**config.mk**
```make
export PLATFORM = sky130hd
export DESIGN_NAME = ex_muldiv
export DESIGN_NICKNAME = d
export VERILOG_FILES = /design/src/rtl/ex_muldiv_pkg.sv /design/src/rtl/ex_muldiv_div_step.sv /design/src/rtl/ex_muldiv.sv
export SDC_FILE = /design/constraint.sdc
export NUM_CORES = 1
export LEC_CHECK = 0
export CAP_MARGIN = 20
export CORE_ASPECT_RATIO = 0.6
export CORE_MARGIN = 2
export CORE_UTILIZATION = 36
export DETAILED_ROUTE_END_ITERATION = 6
export SLEW_MARGIN = 0
export SYNTH_ARGS = -nofsm -noshare
export SYNTH_HDL_FRONTEND = slang
export SYNTH_SLANG_ARGS = --single-unit
```
**constraint.sdc**
```tcl
create_clock -name clk -period 11.4 [get_ports clk]
set_clock_uncertainty 0.1 [all_clocks]
set_input_delay 2.28 -clock clk [delete_from_list [all_inputs] [get_ports clk]]
set_output_delay 2.28 -clock clk [all_outputs]
set_load 0.02 [all_outputs]
```
**src/rtl/ex_muldiv_pkg.sv**
```systemverilog
// Shared definitions for the EX-stage multiply/divide unit: funct3 codes,
// FSM state encoding and the default datapath width.
package ex_muldiv_pkg;

  localparam int unsigned XLEN_DEFAULT = 32;

  typedef enum logic [2:0] {
    F3_MUL    = 3'b000,
    F3_MULH   = 3'b001,
    F3_MULHSU = 3'b010,
    F3_MULHU  = 3'b011,
    F3_DIV    = 3'b100,
    F3_DIVU   = 3'b101,
    F3_REM    = 3'b110,
    F3_REMU   = 3'b111
  } funct3_e;

  typedef enum logic [1:0] {
    S_IDLE = 2'd0,
    S_CALC = 2'd1,
    S_DONE = 2'd2
  } state_e;

  function automatic logic op1_is_signed(input logic [2:0] f3);
    return (f3 == F3_MUL) || (f3 == F3_MULH) || (f3 == F3_MULHSU) ||
           (f3 == F3_DIV) || (f3 == F3_REM);
  endfunction

  function automatic logic op2_is_signed(input logic [2:0] f3);
    return (f3 == F3_MUL) || (f3 == F3_MULH) || (f3 == F3_DIV) || (f3 == F3_REM);
  endfunction

endpackage

```
**src/rtl/ex_muldiv_div_step.sv**
```systemverilog
// Combinational restoring-division slice: retires STEP quotient bits from
// (remainder, shifting dividend/quotient, divisor).
module div_step #(
  parameter int unsigned XLEN = 32,
  parameter int unsigned STEP = 1
) (
  input  logic [XLEN-1:0] i_rem,
  input  logic [XLEN-1:0] i_quot,
  input  logic [XLEN-1:0] i_div,
  output logic [XLEN-1:0] o_rem,
  output logic [XLEN-1:0] o_quot
);

  logic [XLEN:0]   w_trial;
  logic [XLEN-1:0] w_rem;
  logic [XLEN-1:0] w_quot;

  // Remainder stays below the divisor, so the restored difference fits in XLEN bits.
  always_comb begin
    w_rem   = i_rem;
    w_quot  = i_quot;
    w_trial = '0;
    for (int unsigned k = 0; k < STEP; k++) begin
      w_trial = {w_rem, w_quot[XLEN-1]};
      w_quot  = {w_quot[XLEN-2:0], 1'b0};
      if (w_trial >= {1'b0, i_div}) begin
        w_rem     = w_trial[XLEN-1:0] - i_div;
        w_quot[0] = 1'b1;
      end else begin
        w_rem = w_trial[XLEN-1:0];
      end
    end
  end

  assign o_rem  = w_rem;
  assign o_quot = w_quot;

endmodule

```
**src/rtl/ex_muldiv.sv**
```systemverilog
// Multi-cycle RV32M/RV64M multiply/divide unit for the EX stage; stalls the
// pipeline while busy and strobes done_o/wreg_o for one cycle with the result.
module ex_muldiv
  import ex_muldiv_pkg::*;
#(
  parameter int unsigned XLEN = XLEN_DEFAULT,
  parameter int unsigned STEP = 1
) (
  input  logic            clk,
  input  logic            rst,
  input  logic            start_i,
  input  logic [2:0]      funct3_i,
  input  logic [XLEN-1:0] op1_i,
  input  logic [XLEN-1:0] op2_i,
  input  logic [4:0]      wd_i,
  input  logic            flush_i,
  output logic            stall_req_o,
  output logic            done_o,
  output logic            wreg_o,
  output logic [4:0]      wd_o,
  output logic [XLEN-1:0] result_o
);

  localparam int unsigned NSTEP = XLEN / STEP;
  localparam int unsigned CW    = $clog2(NSTEP);
  localparam logic [CW-1:0] LAST = CW'(NSTEP - 1);

  state_e            r_state, w_state_nxt;
  logic [CW-1:0]     r_cnt;
  funct3_e           r_f3;
  logic [4:0]        r_wd;
  logic [2*XLEN-1:0] r_acc;
  logic [XLEN-1:0]   r_mag2;
  logic              r_s1, r_s2;
  logic [XLEN-1:0]   r_result;

  logic              w_s1, w_s2, w_div0, w_ovf, w_fast, w_accept;
  logic [XLEN-1:0]   w_mag1, w_mag2, w_fast_res;
  logic [2*XLEN-1:0] w_mul_acc, w_acc_nxt, w_prod;
  logic [XLEN:0]     w_mul_sum;
  logic [XLEN-1:0]   w_div_rem, w_div_quot, w_quot_fix, w_rem_fix, w_final;

  assign w_accept = (r_state == S_IDLE) && start_i && !flush_i;

  assign w_s1   = op1_is_signed(funct3_i) && op1_i[XLEN-1];
  assign w_s2   = op2_is_signed(funct3_i) && op2_i[XLEN-1];
  assign w_mag1 = w_s1 ? -op1_i : op1_i;
  assign w_mag2 = w_s2 ? -op2_i : op2_i;

  assign w_div0 = funct3_i[2] && (op2_i == '0);
  assign w_ovf  = funct3_i[2] && !funct3_i[0] &&
                  (op1_i == {1'b1, {(XLEN-1){1'b0}}}) && (op2_i == '1);
  assign w_fast = w_div0 || w_ovf;

  always_comb begin
    w_fast_res = '0;
    if (w_div0)     w_fast_res = funct3_i[1] ? op1_i : '1;
    else if (w_ovf) w_fast_res = funct3_i[1] ? '0 : op1_i;
  end

  always_ff @(posedge clk or posedge rst) begin
    if (rst) r_state <= S_IDLE;
    else     r_state <= w_state_nxt;
  end

  always_comb begin
    w_state_nxt = r_state;
    unique case (r_state)
      S_IDLE:  if (start_i) w_state_nxt = w_fast ? S_DONE : S_CALC;
      S_CALC:  if (r_cnt == LAST) w_state_nxt = S_DONE;
      S_DONE:  w_state_nxt = S_IDLE;
      default: w_state_nxt = S_IDLE;
    endcase
    if (flush_i) w_state_nxt = S_IDLE;
  end

  assign stall_req_o = !rst && (w_accept || (r_state == S_CALC));
  assign done_o      = (r_state == S_DONE);
  assign wreg_o      = done_o;
  assign wd_o        = r_wd;
  assign result_o    = r_result;

  // Shift-add: multiplier sits in the low half of r_acc and shifts out as the
  // partial product grows into the high half.
  always_comb begin
    w_mul_acc = r_acc;
    w_mul_sum = '0;
    for (int unsigned k = 0; k < STEP; k++) begin
      w_mul_sum = {1'b0, w_mul_acc[2*XLEN-1:XLEN]} +
                  (w_mul_acc[0] ? {1'b0, r_mag2} : {(XLEN+1){1'b0}});
      w_mul_acc = {w_mul_sum, w_mul_acc[XLEN-1:1]};
    end
  end

  div_step #(.XLEN(XLEN), .STEP(STEP)) u_div_step (
    .i_rem  (r_acc[2*XLEN-1:XLEN]),
    .i_quot (r_acc[XLEN-1:0]),
    .i_div  (r_mag2),
    .o_rem  (w_div_rem),
    .o_quot (w_div_quot)
  );

  assign w_acc_nxt  = r_f3[2] ? {w_div_rem, w_div_quot} : w_mul_acc;
  assign w_prod     = (r_s1 ^ r_s2) ? -w_mul_acc : w_mul_acc;
  assign w_quot_fix = (r_s1 ^ r_s2) ? -w_div_quot : w_div_quot;
  assign w_rem_fix  = r_s1 ? -w_div_rem : w_div_rem;

  always_comb begin
    w_final = '0;
    unique case (r_f3)
      F3_MUL:                     w_final = w_prod[XLEN-1:0];
      F3_MULH, F3_MULHSU, F3_MULHU: w_final = w_prod[2*XLEN-1:XLEN];
      F3_DIV, F3_DIVU:            w_final = w_quot_fix;
      F3_REM, F3_REMU:            w_final = w_rem_fix;
      default:                    w_final = '0;
    endcase
  end

  // r_acc is {hi, lo} of the product for multiplies and {rem, quot} for divides;
  // both start as {0, |op1|}.
  always_ff @(posedge clk or posedge rst) begin
    if (rst) begin
      r_cnt    <= '0;
      r_f3     <= F3_MUL;
      r_wd     <= '0;
      r_acc    <= '0;
      r_mag2   <= '0;
      r_s1     <= 1'b0;
      r_s2     <= 1'b0;
      r_result <= '0;
    end else if (w_accept) begin
      r_cnt  <= '0;
      r_f3   <= funct3_e'(funct3_i);
      r_wd   <= wd_i;
      r_acc  <= {{XLEN{1'b0}}, w_mag1};
      r_mag2 <= w_mag2;
      r_s1   <= w_s1;
      r_s2   <= w_s2;
      if (w_fast) r_result <= w_fast_res;
    end else if ((r_state == S_CALC) && !flush_i) begin
      r_acc <= w_acc_nxt;
      r_cnt <= r_cnt + CW'(1);
      if (r_cnt == LAST) r_result <= w_final;
    end
  end

endmodule

```
## Word level (Yosys, flattened, before mapping)

Cells that the tools add are included.

| word-level totals | value |
|---|---|
| register bits | 145 |
| input bits | 76 |
| logic and storage cells | 97 |

| cells by class | value |
|---|---|
| $add $sub $neg | 8 |
| magnitude comparators | 1 |
| equality and inequality tests | 19 |
| mux-type cells | 27 |
| bitwise gates (word level) | 1 |
| reduce and logical (&&, ||, !) cells | 32 |

Operators by type and width:

| cell | count |
|---|---|
| two-way mux 32 bit | 14 |
| two-way mux 64 bit | 4 |
| negation 32 bit | 4 |
| case mux 32 bit (4 select lines) | 1 |
| equality test 32 bit, second input constant | 2 |
| negation 64 bit | 1 |
| adder 32 x 32 -> 33 bit | 1 |
| >= comparator 33 x 32 -> 1 bit | 1 |
| logical NOT 32 bit | 1 |
| subtractor 32 bit | 1 |
| equality test 3 bit, second input constant | 6 |
| logical AND 1 bit | 10 |
| two-way mux 5 bit | 2 |
| equality test 3 x 2 -> 1 bit, second input constant | 3 |
| logical OR 1 bit | 8 |
| two-way mux 2 bit | 4 |
| equality test 3 x 1 -> 1 bit, second input constant | 2 |
| logical NOT 3 bit | 2 |
| != test 3 bit, second input constant | 2 |
| adder 5 x 1 -> 5 bit, second input constant | 1 |
| equality test 5 bit, second input constant | 1 |
| case mux 2 bit (2 select lines) | 1 |
| nonzero test 2 bit | 2 |
| OR reduction 2 bit | 2 |
| 10 further kinds | 12 |

## Logic depth before layout (Yosys ltp)

Gate-level depths: netlist (run 1).

| depth | value |
|---|---|
| word-level depth | 9 |
| mapped depth | 24 |

## Modules after synthesis

From an unflattened synthesis (run 1), not the netlist that was laid out.

| second synthesis, totals | value |
|---|---|
| cell total of the unflattened synthesis | 2180 |
| area, all modules | 16270.6 µm² |

Modules (own cells, without submodules):

| module | times used | cells each | area each (µm²) | seq. area each (µm²) |
|---|---|---|---|---|
| ex_muldiv | 1 | 1826 | 13706.9 | 3628.5 |
| div_step | 1 | 354 | 2563.7 | 0.0 |

## Worst setup path after synthesis (run 1)

OpenSTA, ideal clock, no wires.

| timing path | value |
|---|---|
| kind | input port to output port |
| from | input flush_i |
| to | output stall_req_o |
| data arrival time | 3.640 ns |
| data required time | 9.020 ns |
| path slack | 5.380 ns |
| cell stages on the path | 6 |
| buffers on the path | 3 |
| path through | nor2_1 -> nand3b_1 -> clkbuf_1 -> clkbuf_1 -> clkbuf_1 -> a21oi_1 |

| between the ends | value |
|---|---|
| cells in the longest elaborated chain, start to end | 4 |

RTL lines:

| element | RTL line | source |
|---|---|---|
| start, declared | ex_muldiv.sv:16 | `input logic flush_i,` |
| logical NOT 1 bit | ex_muldiv.sv:43 | `assign w_accept = (r_state == S_IDLE) && start_i && !flush_i;` |
| logical AND 1 bit | ex_muldiv.sv:43 |  |
| logical OR 1 bit | ex_muldiv.sv:77 | `assign stall_req_o = !rst && (w_accept \|\| (r_state == S_CALC));` |
| logical AND 1 bit | ex_muldiv.sv:77 |  |
| end, declared | ex_muldiv.sv:17 | `output logic stall_req_o,` |

Every way passes these cells.

## Worst setup path in the final report (run 1)

| timing path | value |
|---|---|
| from | register r_mag2[21] |
| to | register r_result[30] (netlist: result_o[30]) |

| between the ends | value |
|---|---|
| cells in the longest elaborated chain, start to end | 8 |

RTL lines:

| element | RTL line | source |
|---|---|---|
| start, declared | ex_muldiv.sv:33 | `logic [XLEN-1:0] r_mag2;` |
| start signal, assigned | ex_muldiv.sv:136 | `r_mag2 <= w_mag2;` |
| two-way mux 32 bit, or another cell as far along | ex_muldiv.sv:90 | `(w_mul_acc[0] ? {1'b0, r_mag2} : {(XLEN+1){1'b0}});` |
| adder 32 x 32 -> 33 bit, or another cell as far along | ex_muldiv.sv:89 | `w_mul_sum = {1'b0, w_mul_acc[2*XLEN-1:XLEN]} +` |
| negation 64 bit, or another cell as far along | ex_muldiv.sv:104 | `assign w_prod = (r_s1 ^ r_s2) ? -w_mul_acc : w_mul_acc;` |
| two-way mux 64 bit, or another cell as far along | ex_muldiv.sv:104 |  |
| case mux 32 bit (4 select lines) * | ex_muldiv.sv:110 | `unique case (r_f3)` |
| two-way mux 32 bit * | ex_muldiv.sv:143 | `if (r_cnt == LAST) r_result <= w_final;` |
| two-way mux 32 bit * | ex_muldiv.sv:140 | `end else if ((r_state == S_CALC) && !flush_i) begin` |
| two-way mux 32 bit * | ex_muldiv.sv:131 | `end else if (w_accept) begin` |
| end signal, assigned | ex_muldiv.sv:139 | `if (w_fast) r_result <= w_fast_res;` |
| end signal, assigned | ex_muldiv.sv:143 |  |
| end, declared | ex_muldiv.sv:35 | `logic [XLEN-1:0] r_result;` |

Every way passes the cells marked *; elsewhere a longest branch is shown, timed or not. The select of a mux whose other input is x is not followed.
A chain may end at the register's enable or synchronous reset.

==> results of run 1 <==
-- worst max-delay path, cell delays in order (launching register included) --
cell and delay [ns]:
dfrtp_1 0.47, inv_1 0.10, ha_1 0.45, nand4_1 0.21
nor3_1 0.80, a31oi_1 0.26, nand3_1 0.32, o21a_1 0.72
buf_4 0.48, mux2i_1 0.36, ha_1 0.27, nand3b_1 0.09
mux2_2 0.33, nor3_1 0.49, nand4_1 0.39, o31ai_1 0.50
mux2i_1 0.26, a31oi_1 0.09
-- area by class of cell --
cell class              count  area [um2]
multi-input cells        1945       12400
fillers                  4837       27200
clock buffers              17         425
clock inverters            15         169
flip-flops and latches    145        3630
inverters                  76         290
repair buffers            144        1380
well taps                 630         788
-- per-layer routing --
metal | GRT usage [%] | up-vias
met3 | 7.40 | 65
li1 | - | 8489
met4 | 5.08 | 0
met5 | 0 | -
met1 | 45.8 | 8904
met2 | 38.2 | 1071
-- cells by family (layout without fill, tap and decap cells) --
kind of cell | count (synthesis) | in the layout | synth area share [%]
mux | 60 | 60 | 3.67
fa+ha+maj | 74 | 74 | 5.58
buf+inv | 224 | 252 | 5.24
simple gates | 812 | 812 | 23.0
xor+xnor | 200 | 200 | 10.4
flops | 145 | 145 | 21.5
compound gates | 799 | 799 | 30.6
-- cells in the final DEF, fill, tap and decap left out, types with 17 or more instances in the layout --
| cell | synthesis | layout |
|---|---|---|
| ha_1 | 72 | 72 |
| o22ai_1 | 19 | 19 |
| o21a_1 | 27 | 27 |
| and3_1 | 18 | 18 |
| buf_4 | 2 | 28 |
| xnor2_1 | 118 | 117 |
| dfrtp_1 | 145 | 144 |
| o211ai_1 | 49 | 49 |
| inv_1 | 73 | 72 |
| a211oi_1 | 21 | 21 |
| xor2_1 | 82 | 81 |
| or3_1 | 20 | 20 |
| clkbuf_16 | 0 | 17 |
| clkdlybuf4s50_1 | 0 | 115 |
| nand3_1 | 30 | 30 |
| o31ai_1 | 24 | 24 |
| o21ai_1 | 18 | 18 |
| and2_1 | 20 | 19 |
| nor3_1 | 51 | 51 |
| a21o_1 | 30 | 30 |
| nand4_1 | 31 | 31 |
| nor2_1 | 226 | 224 |
| a21oi_1 | 199 | 199 |
| a31oi_1 | 39 | 39 |
| nand2_1 | 301 | 301 |
| nor4_1 | 18 | 18 |
| mux2i_1 | 46 | 46 |
| o21ai_0 | 216 | 216 |
-- power by group through the flow --
stage               clock (mW)  combinational (mW)  sequential (mW)
CTS                      0.603                3.00            0.830
finish                   0.598                3.09            0.839
global placement             0                2.97            0.836
detailed placement           0                2.98            0.840
global route             0.626                3.32            0.852
floorplan                    0                2.20            0.700
-- state kept, by name, indices dropped and copies added (netlist names), 2 cells and up --
register / count
result_o: 32
wd_o: 5
r_state: 2
r_cnt: 5
r_mag2: 32
r_acc: 64
r_f3: 3
-- per-stage QoR --
step	hold WS [ns]	area [um2]	setup slack [ns]	utilization, %
global route	0.406	19100	4.28	41.2
finish	0.382	19100	4.57	41.2
CTS	0.387	19100	4.94	41.2
global placement	0.360	18500	4.50	39.9
detailed placement	0.367	18500	4.48	39.9
floorplan	0.350	16900	5.13	-
-- worst paths after layout --
path / slack, ns / endpoint / depth (start not counted) / start
worst max-delay path: 4.57 / result_o[30] / 17 / r_mag2[21]
worst min-delay path: 0.38 / r_mag2[19] / 2 / r_mag2[19]
worst max register to register: 4.57 / result_o[30] / 17 / r_mag2[21]
worst min register to register: 0.38 / r_mag2[19] / 2 / r_mag2[19]
max in group asynchronous: 7.57 / result_o[28] / 3 / rst
min in group asynchronous: 2.28 / r_state[0] / 2 / rst
==> flow_results.xml, run 1 <==
<?xml version="1.0" encoding="UTF-8"?>
<metrics>
  <group name="power">
    <metric name="share_clk_of_total_power" unit="%">13.2</metric>
    <metric name="pwr_density_cell" unit="nW/um2">238</metric>
    <metric name="pwr-share-comb" unit="%">68.3</metric>
    <metric name="net-switching-power" unit="mW">2.54</metric>
    <metric name="power_switching_share" unit="%">56.2</metric>
    <metric name="vdd_ir_drop_max" unit="uV">140</metric>
    <metric name="leakage" unit="nW">7.63</metric>
    <metric name="power.internal" unit="mW">1.99</metric>
    <metric name="sequential_group_share_of_total_power" unit="%">18.5</metric>
    <metric name="totalPowerFinal" unit="mW">4.53</metric>
  </group>
  <group name="clocking">
    <metric name="clock-sinks" unit="">145</metric>
    <metric name="cts_inserted_buffers" unit="">17</metric>
    <metric name="cts.repair.resized" unit="">0</metric>
    <metric name="cts_htree_levels" unit="">4</metric>
    <metric name="cts.clk_slew.worst_paths" unit="ns">0.07</metric>
    <metric name="clockRootBuffer" unit="">clkbuf_16</metric>
    <metric name="insertion_delay" unit="ns">0.46</metric>
    <metric name="cts_tree" unit="">done</metric>
    <metric name="postCtsSetupBuffers" unit="">0</metric>
    <metric name="clock_path_buffers" unit="">2</metric>
    <metric name="cts_hold_repair.buffers" unit="">0</metric>
  </group>
  <group name="detailed_routing">
    <metric name="vias_per_cell" unit="">6.23</metric>
    <metric name="top_signal_layer_used" unit="">met4</metric>
    <metric name="wl_met3" unit="um">8660</metric>
    <metric name="vias" unit="">18529</metric>
    <metric name="routed_wl" unit="um">72000</metric>
    <metric name="firstDrtPassIters" unit="">6</metric>
    <metric name="detailedRoute.firstIterationViolations" unit="">2552</metric>
    <metric name="m1WireLength" unit="um">35500</metric>
    <metric name="drt_drc_violations_left" unit="">0</metric>
    <metric name="wl_per_cell" unit="um">24.2</metric>
    <metric name="antenna_left" unit="">0</metric>
    <metric name="wl_met2" unit="um">26900</metric>
  </group>
  <group name="grt">
    <metric name="grt_antenna_before_repair" unit="">3</metric>
    <metric name="grt_pass1_vias" unit="">16709</metric>
    <metric name="maximum_number_of_pins_on_one_net_before_global_route_repair" unit="">126</metric>
    <metric name="globalRouteTotalUtil" unit="%">28.9</metric>
    <metric name="global_route_wire_length_before_repair" unit="um">107000</metric>
    <metric name="gr-total-overflow" unit="">0</metric>
  </group>
  <group name="synth">
    <metric name="synth-seq-cells" unit="">145</metric>
    <metric name="yosys_warnings" unit="">0</metric>
    <metric name="ys_top_cells_by_count" unit="">301 x nand2_1, 226 x nor2_1, 216 x o21ai_0</metric>
    <metric name="synth_largest_area_cell" unit="">dfrtp_1</metric>
    <metric name="synthTopCellsByArea" unit="">dfrtp_1 22%, nand2_1 6.7%, o21ai_0 6.4%</metric>
    <metric name="synthDistinctLibCells" unit="">105</metric>
    <metric name="synthesis.area_per_instance" unit="um2">7.29</metric>
    <metric name="ys_seq_area_share" unit="%">21.5</metric>
    <metric name="dominantRegCellSynth" unit="">dfrtp_1</metric>
    <metric name="async_reset_ff_share" unit="%">100</metric>
    <metric name="synth-edff-count" unit="">0</metric>
    <metric name="post-synth-top-count-cell" unit="">nand2_1</metric>
    <metric name="synth_top_area_share" unit="%">21.5</metric>
    <metric name="synthesized_netlist_cell_count" unit="">2314</metric>
    <metric name="post_synth_instance_area" unit="um2">16900</metric>
    <metric name="postSynthNetCount" unit="">2464</metric>
  </group>
  <group name="die">
    <metric name="floorplan.die_area" unit="um2">48600</metric>
    <metric name="die_x" unit="um">283</metric>
    <metric name="core-area" unit="um2">46300</metric>
    <metric name="i_o_pins" unit="">116</metric>
    <metric name="std_cell_rows" unit="">61</metric>
    <metric name="die_height" unit="um">172</metric>
    <metric name="initial_core_util" unit="%">36.4</metric>
  </group>
  <group name="sta">
    <metric name="rsz0062_at_grt" unit="">false</metric>
    <metric name="min_period" unit="ns">6.83</metric>
    <metric name="finalSetupViolations" unit="">0</metric>
    <metric name="worst_slew_margin_rel" unit="%">20.7</metric>
    <metric name="fin_setup_tns" unit="ns">0</metric>
    <metric name="timing_worst_slew_pin_value" unit="ns">1.18</metric>
    <metric name="timing.final.crit_share" unit="%">59.9</metric>
    <metric name="achievable-frequency" unit="MHz">146</metric>
    <metric name="final-max-slew-violation-count" unit="">0</metric>
    <metric name="timing.final.hold_violations" unit="">0</metric>
  </group>
  <group name="run_status">
    <metric name="status" unit="">finished, final reports clean</metric>
  </group>
  <group name="place">
    <metric name="gpl.final_weighted_congestion" unit="">0.978</metric>
    <metric name="placement.io_buffers" unit="">115</metric>
    <metric name="post-dp-hpwl" unit="um">56300</metric>
    <metric name="placed_cells" unit="">2940</metric>
  </group>
  <group name="cells_and_area">
    <metric name="final_cells" unit="">2972</metric>
    <metric name="syn2layout_area_growth" unit="%">13.1</metric>
    <metric name="diodes" unit="">0</metric>
    <metric name="share_of_cells_above_drive_strength_1" unit="%">5.64</metric>
    <metric name="nets" unit="">2479</metric>
  </group>
  <group name="setup_path">
    <metric name="crit_path_max_fanout" unit="">25</metric>
    <metric name="path_class" unit="">flip-flop to flip-flop</metric>
    <metric name="crit_arrival" unit="ns">7.07</metric>
    <metric name="cp_data_required_time" unit="ns">11.64</metric>
    <metric name="worst_setup_path_end_kind" unit="">flip-flop</metric>
    <metric name="setup.worst_path.start_class" unit="">flip-flop</metric>
  </group>
  <group name="job">
    <metric name="max-cap-violations" unit="">0</metric>
  </group>
  <group name="min_path">
    <metric name="hold_class" unit="">flip-flop to flip-flop</metric>
  </group>
</metrics>
Power figures use the tool's default switching activity.
==> inputs of run 2 (changes only) <==
Clock period 11.4 ns to 5.8 ns, I/O delays scaled along.
==> run 2 against run 1 <==
- the run now ends with design-rule violations left
- critical path depth shrank 1
- global-route usage grew 1.6 points
- critical path type unchanged
- maximum frequency rose by 28%
- worst setup slack got worse by 4.1 ns
- routed wire length is 4.5% higher
- critical endpoint unchanged
- sequential power grew 93%
- worst hold slack lost 0.00087 ns
- sequential cell count did not move
==> flow_results.xml, run 2 (synthesized netlist as in run 1, its figures left out) <==
<?xml version="1.0" encoding="UTF-8"?>
<metrics>
  <group name="grt">
    <metric name="gr-total-overflow" unit="">0</metric>
    <metric name="global_route_wire_length_before_repair" unit="um">113000</metric>
    <metric name="grt_pass1_vias" unit="">17515</metric>
    <metric name="globalRouteTotalUtil" unit="%">30.5</metric>
    <metric name="maximum_number_of_pins_on_one_net_before_global_route_repair" unit="">126</metric>
    <metric name="grt_antenna_before_repair" unit="">4</metric>
  </group>
  <group name="cells_and_area">
    <metric name="layout_commonest_cell" unit="">nand2_1</metric>
    <metric name="nets" unit="">2518</metric>
    <metric name="mostFrequentLayoutCells" unit="">301 x nand2_1, 224 x nor2_1, 216 x o21ai_0</metric>
    <metric name="syn2layout_area_growth" unit="%">14.9</metric>
    <metric name="regMostFlops" unit="">r_acc</metric>
    <metric name="num-fill-cells" unit="">4835</metric>
    <metric name="largest_register_ffs" unit="">64</metric>
    <metric name="share_of_cells_above_drive_strength_1" unit="%">7.14</metric>
  </group>
  <group name="power">
    <metric name="vdd_ir_drop_max" unit="uV">264</metric>
    <metric name="power_switching_share" unit="%">55.7</metric>
    <metric name="pwr-share-comb" unit="%">69.0</metric>
    <metric name="net-switching-power" unit="mW">5.09</metric>
    <metric name="pwr_density_cell" unit="nW/um2">471</metric>
    <metric name="sequential_group_share_of_total_power" unit="%">17.7</metric>
    <metric name="leakage" unit="nW">7.83</metric>
    <metric name="share_clk_of_total_power" unit="%">13.2</metric>
    <metric name="power.internal" unit="mW">4.04</metric>
  </group>
  <group name="die">
    <metric name="core-area" unit="um2">46300</metric>
    <metric name="initial_core_util" unit="%">36.4</metric>
    <metric name="floorplan.die_area" unit="um2">48600</metric>
    <metric name="die_x" unit="um">283</metric>
    <metric name="die_height" unit="um">172</metric>
    <metric name="i_o_pins" unit="">116</metric>
    <metric name="std_cell_rows" unit="">61</metric>
  </group>
  <group name="clocking">
    <metric name="cts.clk_slew.worst_paths" unit="ns">0.07</metric>
    <metric name="clock_path_buffers" unit="">2</metric>
    <metric name="cts.repair.resized" unit="">0</metric>
    <metric name="postCtsSetupBuffers" unit="">0</metric>
    <metric name="clock-sinks" unit="">145</metric>
    <metric name="cts_tree" unit="">done</metric>
    <metric name="cts_htree_levels" unit="">4</metric>
    <metric name="cts_hold_repair.buffers" unit="">0</metric>
    <metric name="insertion_delay" unit="ns">0.46</metric>
    <metric name="cts_inserted_buffers" unit="">17</metric>
    <metric name="clockRootBuffer" unit="">clkbuf_16</metric>
  </group>
  <group name="setup_path">
    <metric name="cpMaxStageDelayCell" unit="">o21ai_0</metric>
    <metric name="cpPeakStageDelay" unit="ns">0.46</metric>
    <metric name="path_class" unit="">flip-flop to flip-flop</metric>
    <metric name="path_cells" unit="">inv_2, buf_4, nor2_1, ha_1, a21oi_1, o21ai_0, nor2_1, nand3_1, o211ai_1, buf_4, and4b_1, nand4b_1, nand3b_1, o2111a_1, nor3_1, a31oi_1</metric>
    <metric name="crit_arrival" unit="ns">5.55</metric>
    <metric name="crit_path_max_fanout" unit="">19</metric>
    <metric name="cp_data_required_time" unit="ns">6.03</metric>
    <metric name="setup.worst_path.start_class" unit="">flip-flop</metric>
    <metric name="worst_setup_path_end_kind" unit="">flip-flop</metric>
    <metric name="worst-r2r-setup-slack" unit="ns">0.48</metric>
  </group>
  <group name="sta">
    <metric name="fin_setup_tns" unit="ns">0</metric>
    <metric name="rsz0062_at_grt" unit="">false</metric>
    <metric name="worst_slew_margin_rel" unit="%">24.6</metric>
    <metric name="finalSetupViolations" unit="">0</metric>
    <metric name="timing_worst_slew_pin_value" unit="ns">1.13</metric>
    <metric name="min_period" unit="ns">5.32</metric>
    <metric name="postLayoutSetupSlackWorst" unit="ns">0.478</metric>
    <metric name="achievable-frequency" unit="MHz">188</metric>
    <metric name="timing.final.crit_share" unit="%">91.8</metric>
    <metric name="final-max-slew-violation-count" unit="">0</metric>
    <metric name="timing.final.hold_violations" unit="">0</metric>
  </group>
  <group name="detailed_routing">
    <metric name="vias_per_cell" unit="">6.24</metric>
    <metric name="detailedRoute.firstIterationViolations" unit="">2539</metric>
    <metric name="drt_drc_violations_left" unit="">1</metric>
    <metric name="vias" unit="">18797</metric>
    <metric name="wl_per_cell" unit="um">25.0</metric>
    <metric name="routed_wl" unit="um">75200</metric>
    <metric name="antenna_left" unit="">0</metric>
    <metric name="firstDrtPassIters" unit="">7</metric>
  </group>
  <group name="place">
    <metric name="gpl.final_weighted_congestion" unit="">1.01</metric>
    <metric name="pre_cts_ws" unit="ns">0.511</metric>
    <metric name="placement.io_buffers" unit="">115</metric>
    <metric name="post-dp-hpwl" unit="um">58500</metric>
  </group>
  <group name="job">
    <metric name="max-cap-violations" unit="">0</metric>
  </group>
  <group name="run_status">
    <metric name="status" unit="">complete, but fails checks</metric>
    <metric name="violations_in_the_final_reports" unit="">design-rule violations</metric>
  </group>
  <group name="min_path">
    <metric name="hold_class" unit="">flip-flop to flip-flop</metric>
  </group>
</metrics>
run 2: final timing paths:
check	from	endpoint	depth (start not counted)
max in group asynchronous	rst	r_acc[51]	3
setup / recovery	r_acc[0]	result_o[30]	16
hold / removal	wd_o[4]	wd_o[4]	2
hold reg to reg	wd_o[4]	wd_o[4]	2
min in group asynchronous	rst	wd_o[3]	2
setup reg to reg	r_acc[0]	result_o[30]	16
run 2: layer usage:
| metal | share of wire, % | vias to the layer above | routed length, um | GRT usage, % |
|---|---|---|---|---|
| met4 | 1.0 | 2 | 770 | 4.81 |
| met5 | 0.017 | - | 13 | 0 |
| met2 | 37 | 1114 | 28000 | 39.9 |
| met3 | 14 | 61 | 10800 | 12.1 |
| met1 | 47 | 9058 | 35600 | 46.2 |
| li1 | - | 8562 | - | - |
run 2: metrics by stage:
step	std cells	total power, mW	instance area, um2	util [%]	hold slack, ns
after floorplan	2314	5.69	16900	-	0.350
after CTS	3009	8.91	19400	41.9	0.388
after detailed placement	2978	7.67	18800	40.6	0.362
after global placement	2978	7.65	18800	40.6	0.359
final	3012	9.13	19400	41.9	0.381
after global routing	3010	9.65	19400	41.9	0.405
run 2: layout make-up:
| cell class | instances | area, um2 | share of cell area (%) |
|---|---|---|---|
| tap | 630 | 788 | 4.07 |
| multi-input combinational | 1945 | 12400 | 63.9 |
| sequential | 145 | 3630 | 18.7 |
| inverter | 76 | 290 | 1.50 |
| clock inverter | 14 | 170 | 0.878 |
| clock buffer | 17 | 425 | 2.20 |
| antenna | 2 | 5.00 | 0.0258 |
| timing repair buffer | 183 | 1690 | 8.71 |
run 2: power groups by stage:
stage	sequential (mW)	clock (mW)	combinational (mW)
floorplan	1.38	0	4.31
global placement	1.61	0	6.04
detailed placement	1.62	0	6.04
CTS	1.60	1.22	6.08
global route	1.65	1.26	6.74
finish	1.62	1.21	6.30
run 2: critical path, delay by kind of cell (launching register included):
kind	cells	cell delay [ns]
DFF	1	0.39
and+or+nand+nor	7	1.83
buffers and inverters	3	0.87
adders and majority gates	1	0.43
AOI/OAI and AO/OA	5	1.57
